--- src/rtl/or1k_marocchino_dest_ordq.sv ---
// In-order destination queue: hands out write-back IDs at DECODE and retires them oldest-first at WriteBack.
// Optional protocol checking is built when OR1K_MAROCCHINO_ORDQ_CHECK_EN is defined.
module or1k_marocchino_dest_ordq #(
    parameter int OPTION_RF_ADDR_WIDTH = 5,
    parameter int DEST_EXTADR_WIDTH    = 3,
    parameter int ORDQ_DEPTH           = 4
) (
    input  logic                            cpu_clk,
    input  logic                            cpu_rst_n,
    input  logic                            padv_exec_i,
    input  logic                            padv_wrbk_i,
    input  logic                            pipeline_flush_i,
    input  logic                            dcod_rfd1_we_i,
    input  logic [OPTION_RF_ADDR_WIDTH-1:0] dcod_rfd1_adr_i,
    input  logic                            dcod_rfd2_we_i,
    input  logic [OPTION_RF_ADDR_WIDTH-1:0] dcod_rfd2_adr_i,
    output logic [DEST_EXTADR_WIDTH-1:0]    dcod_extadr_o,
    output logic                            ordq_full_o,
    output logic                            ordq_empty_o,
    output logic                            exec_valid_o,
    output logic [DEST_EXTADR_WIDTH-1:0]    exec_extadr_o,
    output logic                            exec_rfd1_we_o,
    output logic [OPTION_RF_ADDR_WIDTH-1:0] exec_rfd1_adr_o,
    output logic                            exec_rfd2_we_o,
    output logic [OPTION_RF_ADDR_WIDTH-1:0] exec_rfd2_adr_o,
    output logic                            ordq_err_o
);

    localparam int PTR_W = $clog2(ORDQ_DEPTH);
    localparam int CNT_W = PTR_W + 1;

    logic                            ent_rfd1_we  [ORDQ_DEPTH];
    logic [OPTION_RF_ADDR_WIDTH-1:0] ent_rfd1_adr [ORDQ_DEPTH];
    logic                            ent_rfd2_we  [ORDQ_DEPTH];
    logic [OPTION_RF_ADDR_WIDTH-1:0] ent_rfd2_adr [ORDQ_DEPTH];
    logic [DEST_EXTADR_WIDTH-1:0]    ent_extadr   [ORDQ_DEPTH];

    logic [PTR_W-1:0]             rd_ptr;
    logic [PTR_W-1:0]             wr_ptr;
    logic [CNT_W-1:0]             count;
    logic [DEST_EXTADR_WIDTH-1:0] id_cnt;

    logic full;
    logic empty;
    logic push_ok;
    logic pop_ok;

    assign full    = (count == CNT_W'(ORDQ_DEPTH));
    assign empty   = (count == '0);
    // A push into a full queue is dropped even when a pop frees a slot in the same cycle.
    assign push_ok = padv_exec_i & ~full;
    assign pop_ok  = padv_wrbk_i & ~empty;

    always_ff @(posedge cpu_clk or negedge cpu_rst_n) begin
        if (!cpu_rst_n) begin
            rd_ptr <= '0;
            wr_ptr <= '0;
            count  <= '0;
            id_cnt <= '0;
        end else if (pipeline_flush_i) begin
            rd_ptr <= '0;
            wr_ptr <= '0;
            count  <= '0;
            id_cnt <= '0;
        end else begin
            if (push_ok) begin
                wr_ptr <= wr_ptr + PTR_W'(1);
                id_cnt <= id_cnt + DEST_EXTADR_WIDTH'(1);
            end
            if (pop_ok)
                rd_ptr <= rd_ptr + PTR_W'(1);
            if (push_ok && !pop_ok)
                count <= count + CNT_W'(1);
            else if (!push_ok && pop_ok)
                count <= count - CNT_W'(1);
        end
    end

    always_ff @(posedge cpu_clk or negedge cpu_rst_n) begin
        if (!cpu_rst_n) begin
            for (int i = 0; i < ORDQ_DEPTH; i++) begin
                ent_rfd1_we[i]  <= 1'b0;
                ent_rfd1_adr[i] <= '0;
                ent_rfd2_we[i]  <= 1'b0;
                ent_rfd2_adr[i] <= '0;
                ent_extadr[i]   <= '0;
            end
        end else if (push_ok && !pipeline_flush_i) begin
            ent_rfd1_we[wr_ptr]  <= dcod_rfd1_we_i;
            ent_rfd1_adr[wr_ptr] <= dcod_rfd1_adr_i;
            ent_rfd2_we[wr_ptr]  <= dcod_rfd2_we_i;
            ent_rfd2_adr[wr_ptr] <= dcod_rfd2_adr_i;
            ent_extadr[wr_ptr]   <= id_cnt;
        end
    end

    // All outputs below come from registered state only.
    assign dcod_extadr_o   = id_cnt;
    assign ordq_full_o     = full;
    assign ordq_empty_o    = empty;
    assign exec_valid_o    = ~empty;
    assign exec_extadr_o   = ent_extadr[rd_ptr];
    assign exec_rfd1_we_o  = ent_rfd1_we[rd_ptr] & ~empty;
    assign exec_rfd1_adr_o = ent_rfd1_adr[rd_ptr];
    assign exec_rfd2_we_o  = ent_rfd2_we[rd_ptr] & ~empty;
    assign exec_rfd2_adr_o = ent_rfd2_adr[rd_ptr];

`ifdef OR1K_MAROCCHINO_ORDQ_CHECK_EN
    logic err_r;

    always_ff @(posedge cpu_clk or negedge cpu_rst_n) begin
        if (!cpu_rst_n)
            err_r <= 1'b0;
        else if (pipeline_flush_i)
            err_r <= 1'b0;
        else if ((padv_exec_i & full & ~padv_wrbk_i) | (padv_wrbk_i & empty))
            err_r <= 1'b1;
    end

    assign ordq_err_o = err_r;
`else
    assign ordq_err_o = 1'b0;
`endif

endmodule

--- config.mk ---
export PLATFORM = sky130hd
export DESIGN_NAME = or1k_marocchino_dest_ordq
export DESIGN_NICKNAME = d
export VERILOG_FILES = /design/src/rtl/or1k_marocchino_dest_ordq.sv
export SDC_FILE = /design/constraint.sdc
export NUM_CORES = 1
export LEC_CHECK = 0
export CORE_MARGIN = 2
export CORE_UTILIZATION = 55
export DETAILED_ROUTE_END_ITERATION = 6
export PLACE_DENSITY = 0.86
export SKIP_CTS_REPAIR_TIMING = 1
export SLEW_MARGIN = 20
export SYNTH_ARGS = -nofsm -noshare
export SYNTH_HDL_FRONTEND = slang
export SYNTH_SLANG_ARGS = --single-unit
--- constraint.sdc ---
create_clock -name cpu_clk -period 2.5 [get_ports cpu_clk]
set_input_delay 0.5 -clock cpu_clk [delete_from_list [all_inputs] [get_ports cpu_clk]]
set_output_delay 0.5 -clock cpu_clk [all_outputs]
set_load 0.005 [all_outputs]
==> results of run 1 <==
## placed cells by master (no fill, tap or decap), drive strengths merged, types with 2 or more instances in the layout
cell,Yosys,final
clkinv,0,5
nand4b,4,4
nor2b,4,4
nand3,4,4
dfrtp,70,70
ha,5,5
clkdlybuf4s50,0,28
mux4,15,15
o21ai,6,6
clkbuf,4,10
inv,8,8
buf,11,11
a21oi,4,4
nor2,10,10
nor3,2,2
dlymetal6s2s,0,8
xor2,2,2
mux2,63,63
## metrics by stage
stage | setup WS [ns] | area (µm²) | total power [W]
2_1_floorplan | 0.378 | 3550 | 0.00280
3_3_place_gp | 0.275 | 3980 | 0.00340
3_5_place_dp | 0.204 | 3980 | 0.00349
4_1_cts | -0.0439 | 4140 | 0.00428
5_1_grt | 0.0450 | 4200 | 0.00453
6_report | 0.132 | 4200 | 0.00426
## area by class of cell
| class | instances | area [µm²] | share of cell area (%) |
|---|---|---|---|
| sequential | 70 | 1760 | 41.8 |
| clock inverter | 6 | 40.0 | 0.953 |
| tap | 77 | 96.3 | 2.29 |
| timing repair buffer | 48 | 527 | 12.5 |
| inverter | 8 | 30.0 | 0.715 |
| clock buffer | 9 | 124 | 2.95 |
| multi-input combinational | 132 | 1630 | 38.8 |
## cell usage after synthesis (2+ instances only)
cell       n
xor2_1     2
buf_2      4
dfrtp_1   70
o21ai_0    6
nand3_1    4
nor3_1     2
nand4b_4   4
nor2_1    10
clkbuf_1   4
ha_1       5
mux2_4    40
a21oi_1    4
buf_12     4
mux2_2    23
buf_6      2
inv_1      8
mux4_2    15
nor2b_1    4
## worst paths after layout
kind	depth (start not counted)	slack, ns	endpoint
min in group cpu_clk	1	0.50	ent_rfd1_adr[3]
worst min-delay path	1	0.20	ent_rfd2_adr[18]
worst max-delay path	3	0.13	exec_rfd1_adr_o[1]
worst max register to register	6	0.42	count[2]
max in group asynchronous	2	1.62	rd_ptr[1]
worst min register to register	1	0.50	ent_rfd1_adr[3]
## per-layer routing
layer | global-route usage, % | vias up
met5 | 0 | -
met1 | 28.7 | 1018
met2 | 31.7 | 43
met4 | 4.18 | 0
met3 | 6.10 | 5
li1 | - | 909
## critical path: stages, from the launching register on
cell and delay (ns):
dfrtp_2 0.41, buf_12 0.15, mux4_2 0.51, clkdlybuf4s50_1 0.46
## registers in the layout, indices dropped and copies added (netlist names)
signal and count:
ent_rfd1_adr 20, ent_rfd2_adr 20, ent_extadr 12, ent_rfd1_we 4
ent_rfd2_we 4, count 3, dcod_extadr_o 3, rd_ptr 2
wr_ptr 2
## cell families (layout without fill, tap and decap cells)
logic type               Yosys count  count (layout)
flip-flops                        70              70
XOR/XNOR                           2               2
adder cells (fa/ha/maj)            6               6
AND/OR/NAND/NOR                   28              28
AO/OA/AOI/OAI                     16              16
buffers and inverters             23              71
multiplexers                      79              79
other                              1               1
## report_power, final
| part | internal [W] | switching (W) | leakage, nW | total, W |
|---|---|---|---|---|
| Sequential | 0.00152 | 0.000275 | 0.897 | 0.00180 |
| Clock | 0.000352 | 0.000426 | 0.0848 | 0.000778 |
| Combinational | 0.00117 | 0.000522 | 1.06 | 0.00169 |
| Total | 0.00304 | 0.00122 | 2.04 | 0.00426 |
==> results.json, run 1 <==
{
  "yosys.area_share.adder_pct": 2.32,
  "wl_per_cell_um": 18.7,
  "routed_wl_um": 6550,
  "critPathLaunchType": "flop",
  "gr-total-overflow": 0,
  "yosysSeqAreaShare_pct": 49.3,
  "synth_cell_types": 32,
  "clk_transition_reported_paths_ns": 0.08,
  "drive_gt1_share_pct": 41.4,
  "gp_congestion": 0.790,
  "yosys_most_used_dff": "dfrtp_1",
  "die_height_um": 84.4,
  "p_per_area_nw_per_um2": 1010,
  "top_layer": "met4",
  "startpoint": "rd_ptr[0]",
  "syn_nets": 248,
  "fin_util_pct": 66.5,
  "antenna_found_initial": 0,
  "drtPass1Iterations": 4,
  "synth_largest_area_cell": "dfrtp_1",
  "grt_max_degree": 41,
  "layoutNonFillerInstCount": 350,
  "fillerInstances": 449,
  "syn_inst": 225,
  "cts_buffers": 9,
  "outcome": "finished clean",
  "syn_area_per_cell_um2": 15.8,
  "synth.area.mux_share_pct": 34.0,
  "antenna_cells": 0,
  "r2r-start": "count[1]",
  "synth_area_um2": 3550,
  "routed-wl-met2_um": 3190,
  "area_growth_pct": 18.2,
  "synth_area_leaders": "dfrtp_1 (49%), mux2_4 (17%), mux4_2 (9.5%)",
  "synth_edf_count": 0,
  "synth_xor_area_share_pct": 0.493,
  "clock-sinks": 70,
  "period_share_pct": 94.7,
  "setup_viol": 0,
  "io_buffer_count": 37,
  "drc": 0,
  "coreArea_um2": 6310,
  "fin_hold_ws_ns": 0.203,
  "cap_viol_max_count": 0,
  "setup_tns_ns": 0,
  "worstPathRequired_ns": 2.00,
  "grt_pass1_wl_um": 11200,
  "ys.warnings.count": 0,
  "cp-end-kind": "primary output",
  "vias_per_cell": 5.64,
  "async_flop_share_pct": 100,
  "drv_slew": 0,
  "crit_type": "flop to primary output",
  "hpwl_um": 4330,
  "dp_cells": 333,
  "yosys.area_share.simple_pct": 6.09,
  "synth-compound-area-share_pct": 2.82,
  "final_nets": 292,
  "first_global_vias": 2143,
  "cp_data_arrival_time_ns": 1.87,
  "grt_use_total_pct": 20.3,
  "p_leak_nw": 2.04,
  "die_area_um2": 7120,
  "maxSlewHeadroom_pct": 51.5,
  "fmax_ghz": 0.422,
  "num_rows": 29,
  "period_minus_slack_ns": 2.37,
  "vias": 1975,
  "tightest_slew_ns": 0.727,
  "ios": 39,
  "clock_path_buffers": 2,
  "yosys_register_bits": 70,
  "start_util_pct": 56.3,
  "yosysTopAreaCellShare_pct": 49.3,
  "crit_fanout": 7,
  "die_w_um": 84.4,
  "htreeDepth": 3,
  "wl_met1_um": 3030,
  "ant_nets": 0,
  "rsz0062_at_grt": "no",
  "skew_ns": 0.0103,
  "drt_iter0_markers": 117,
  "wl_met3_um": 286,
  "worst_hold_path_type": "input pin to asynchronous set/reset pin",
  "cts_tree": "yes",
  "clockRootBuffer": "clkbuf_8",
  "synth_top_family_by_area": "multiplexers",
  "irDropWorstVdd_mv": 0.650,
  "clock_latency_ns": 0.34,
  "hold_violations": 0
}
(Power assumes the default switching activity.)
==> run 2, diff against run 1 <==
--- a/config.mk
+++ b/config.mk
@@ -8,7 +8,7 @@
 export CORE_MARGIN = 2
 export CORE_UTILIZATION = 55
 export DETAILED_ROUTE_END_ITERATION = 6
-export PLACE_DENSITY = 0.86
+export PLACE_DENSITY = 0.78
 export SKIP_CTS_REPAIR_TIMING = 1
 export SLEW_MARGIN = 20
 export SYNTH_ARGS = -nofsm -noshare
==> run 2 against run 1 <==
  * Routed wire length fell by 1.1%
  * Sequential share of layout area fell by 0.31 points
  * Count of clock-buffer cells in the layout rose by 2
  * Via count rose by 0.46%
  * Fmax fell by 1.5%
  * Cell count rose by 1.4%
  * First-iteration DRC count fell by 21%
  * Design area rose by 0.60%
  * Total power rose by 4.7%
  * Core utilization rose by 0.40 points
  * Largest power group unchanged
==> results.json, run 2 (same netlist as run 1, synthesis figures left out) <==
{
  "outcome": "finished clean",
  "drv_slew": 0,
  "final_nets": 296,
  "cts_buffers": 9,
  "cap_viol_max_count": 0,
  "period_minus_slack_ns": 2.40,
  "antenna_cells": 0,
  "critPathLaunchType": "flop",
  "gr-total-overflow": 0,
  "die_height_um": 84.4,
  "vias": 1984,
  "hold_violations": 0,
  "htreeDepth": 3,
  "crit_type": "flop to primary output",
  "drtPass1Iterations": 4,
  "vias_per_cell": 5.59,
  "final_cell_mix": "dfrtp_1 (69), mux2_4 (40), clkdlybuf4s50_1 (32)",
  "cts_tree": "yes",
  "coreArea_um2": 6310,
  "grt_pass1_wl_um": 10900,
  "wl_per_cell_um": 18.3,
  "skew_ns": 0.00933,
  "first_global_vias": 2145,
  "clock-sinks": 70,
  "power_w": 0.00446,
  "area_growth_pct": 18.9,
  "start_util_pct": 56.3,
  "critPathSlowestCell": "mux4_2",
  "mostFrequentLayoutCell": "dfrtp_1",
  "routed_wl_um": 6480,
  "cp-end-kind": "primary output",
  "antenna_found_initial": 0,
  "p_per_area_nw_per_um2": 1060,
  "irDropWorstVdd_mv": 0.583,
  "num_rows": 29,
  "worst_hold_path_type": "input pin to asynchronous set/reset pin",
  "slowest_delay_ns": 0.53,
  "gp_congestion": 0.808,
  "tightest_slew_ns": 0.527,
  "clockRootBuffer": "clkbuf_8",
  "drive_gt1_share_pct": 41.4,
  "ant_nets": 0,
  "largestRegisters": "ent_rfd1_adr x20, ent_rfd2_adr x20, ent_extadr x12",
  "die_area_um2": 7120,
  "critPathTopFamily": "buffers and inverters",
  "p_leak_nw": 2.03,
  "cp_data_arrival_time_ns": 1.90,
  "grt_max_degree": 26,
  "fmax_ghz": 0.416,
  "setup_viol": 0,
  "hpwl_um": 4450,
  "grt_use_total_pct": 20.0,
  "rsz0062_at_grt": "no",
  "fin_util_pct": 66.9,
  "ios": 39,
  "maxSlewHeadroom_pct": 64.8,
  "clock_latency_ns": 0.34,
  "clk_transition_reported_paths_ns": 0.08,
  "crit_buf_inv": 2,
  "crit_fanout": 7,
  "drc": 0,
  "io_buffer_count": 37,
  "drt_iter0_markers": 92,
  "die_w_um": 84.4,
  "worstPathRequired_ns": 2.00,
  "clock_path_buffers": 2,
  "period_share_pct": 96.2,
  "critical_path.cell_chain": "buf_6, mux4_2, clkdlybuf4s50_1"
}
run 2: area by class of cell:
cell class              instances  area [µm²]
fillers                       468        2090
clock inverters                 5        81.3
clock buffers                  11         141
inverters                       8        30.0
multi-input cells             132        1630
repair buffers                 52         495
flip-flops and latches         70        1750
well taps                      77        96.3
run 2: through the flow:
step	instances	area, µm²	TNS (ns)	setup slack [ns]	hold slack [ns]
floorplan	225	3550	0	0.378	0.204
global placement	337	3970	0	0.255	0.482
detailed placement	337	3970	0	0.191	0.487
CTS	353	4190	-0.00228	-0.00228	0.135
global route	355	4230	0	0.00328	0.146
finish	355	4230	0	0.0954	0.123
run 2: report_power, final:
group | internal (W) | switching, W | total (W) | leakage, nW
Clock | 0.000591 | 0.000423 | 0.00101 | 0.110
Combinational | 0.00116 | 0.000531 | 0.00169 | 1.02
Sequential | 0.00152 | 0.000242 | 0.00176 | 0.900
run 2: layer usage:
layer | GRT usage (%) | share of wire (%) | vias to the layer above
li1 | - | - | 914
met1 | 27.3 | 45 | 1027
met2 | 31.5 | 50 | 37
met3 | 6.69 | 4.3 | 6
met4 | 4.76 | 0.96 | 0
met5 | 0 | 0 | -
run 2: path summary, 6_finish.rpt:
path	slack [ns]	start	cells past startpoint	endpoint
setup / recovery	0.1	rd_ptr[0]	3	exec_extadr_o[2]
hold / removal	0.12	cpu_rst_n	1	ent_rfd2_adr[16]
setup reg to reg	0.38	count[1]	7	count[2]
hold reg to reg	0.50	ent_rfd1_adr[5]	1	ent_rfd1_adr[5]
max in group asynchronous	1.63	cpu_rst_n	2	rd_ptr[1]
min in group cpu_clk	0.50	ent_rfd1_adr[5]	1	ent_rfd1_adr[5]
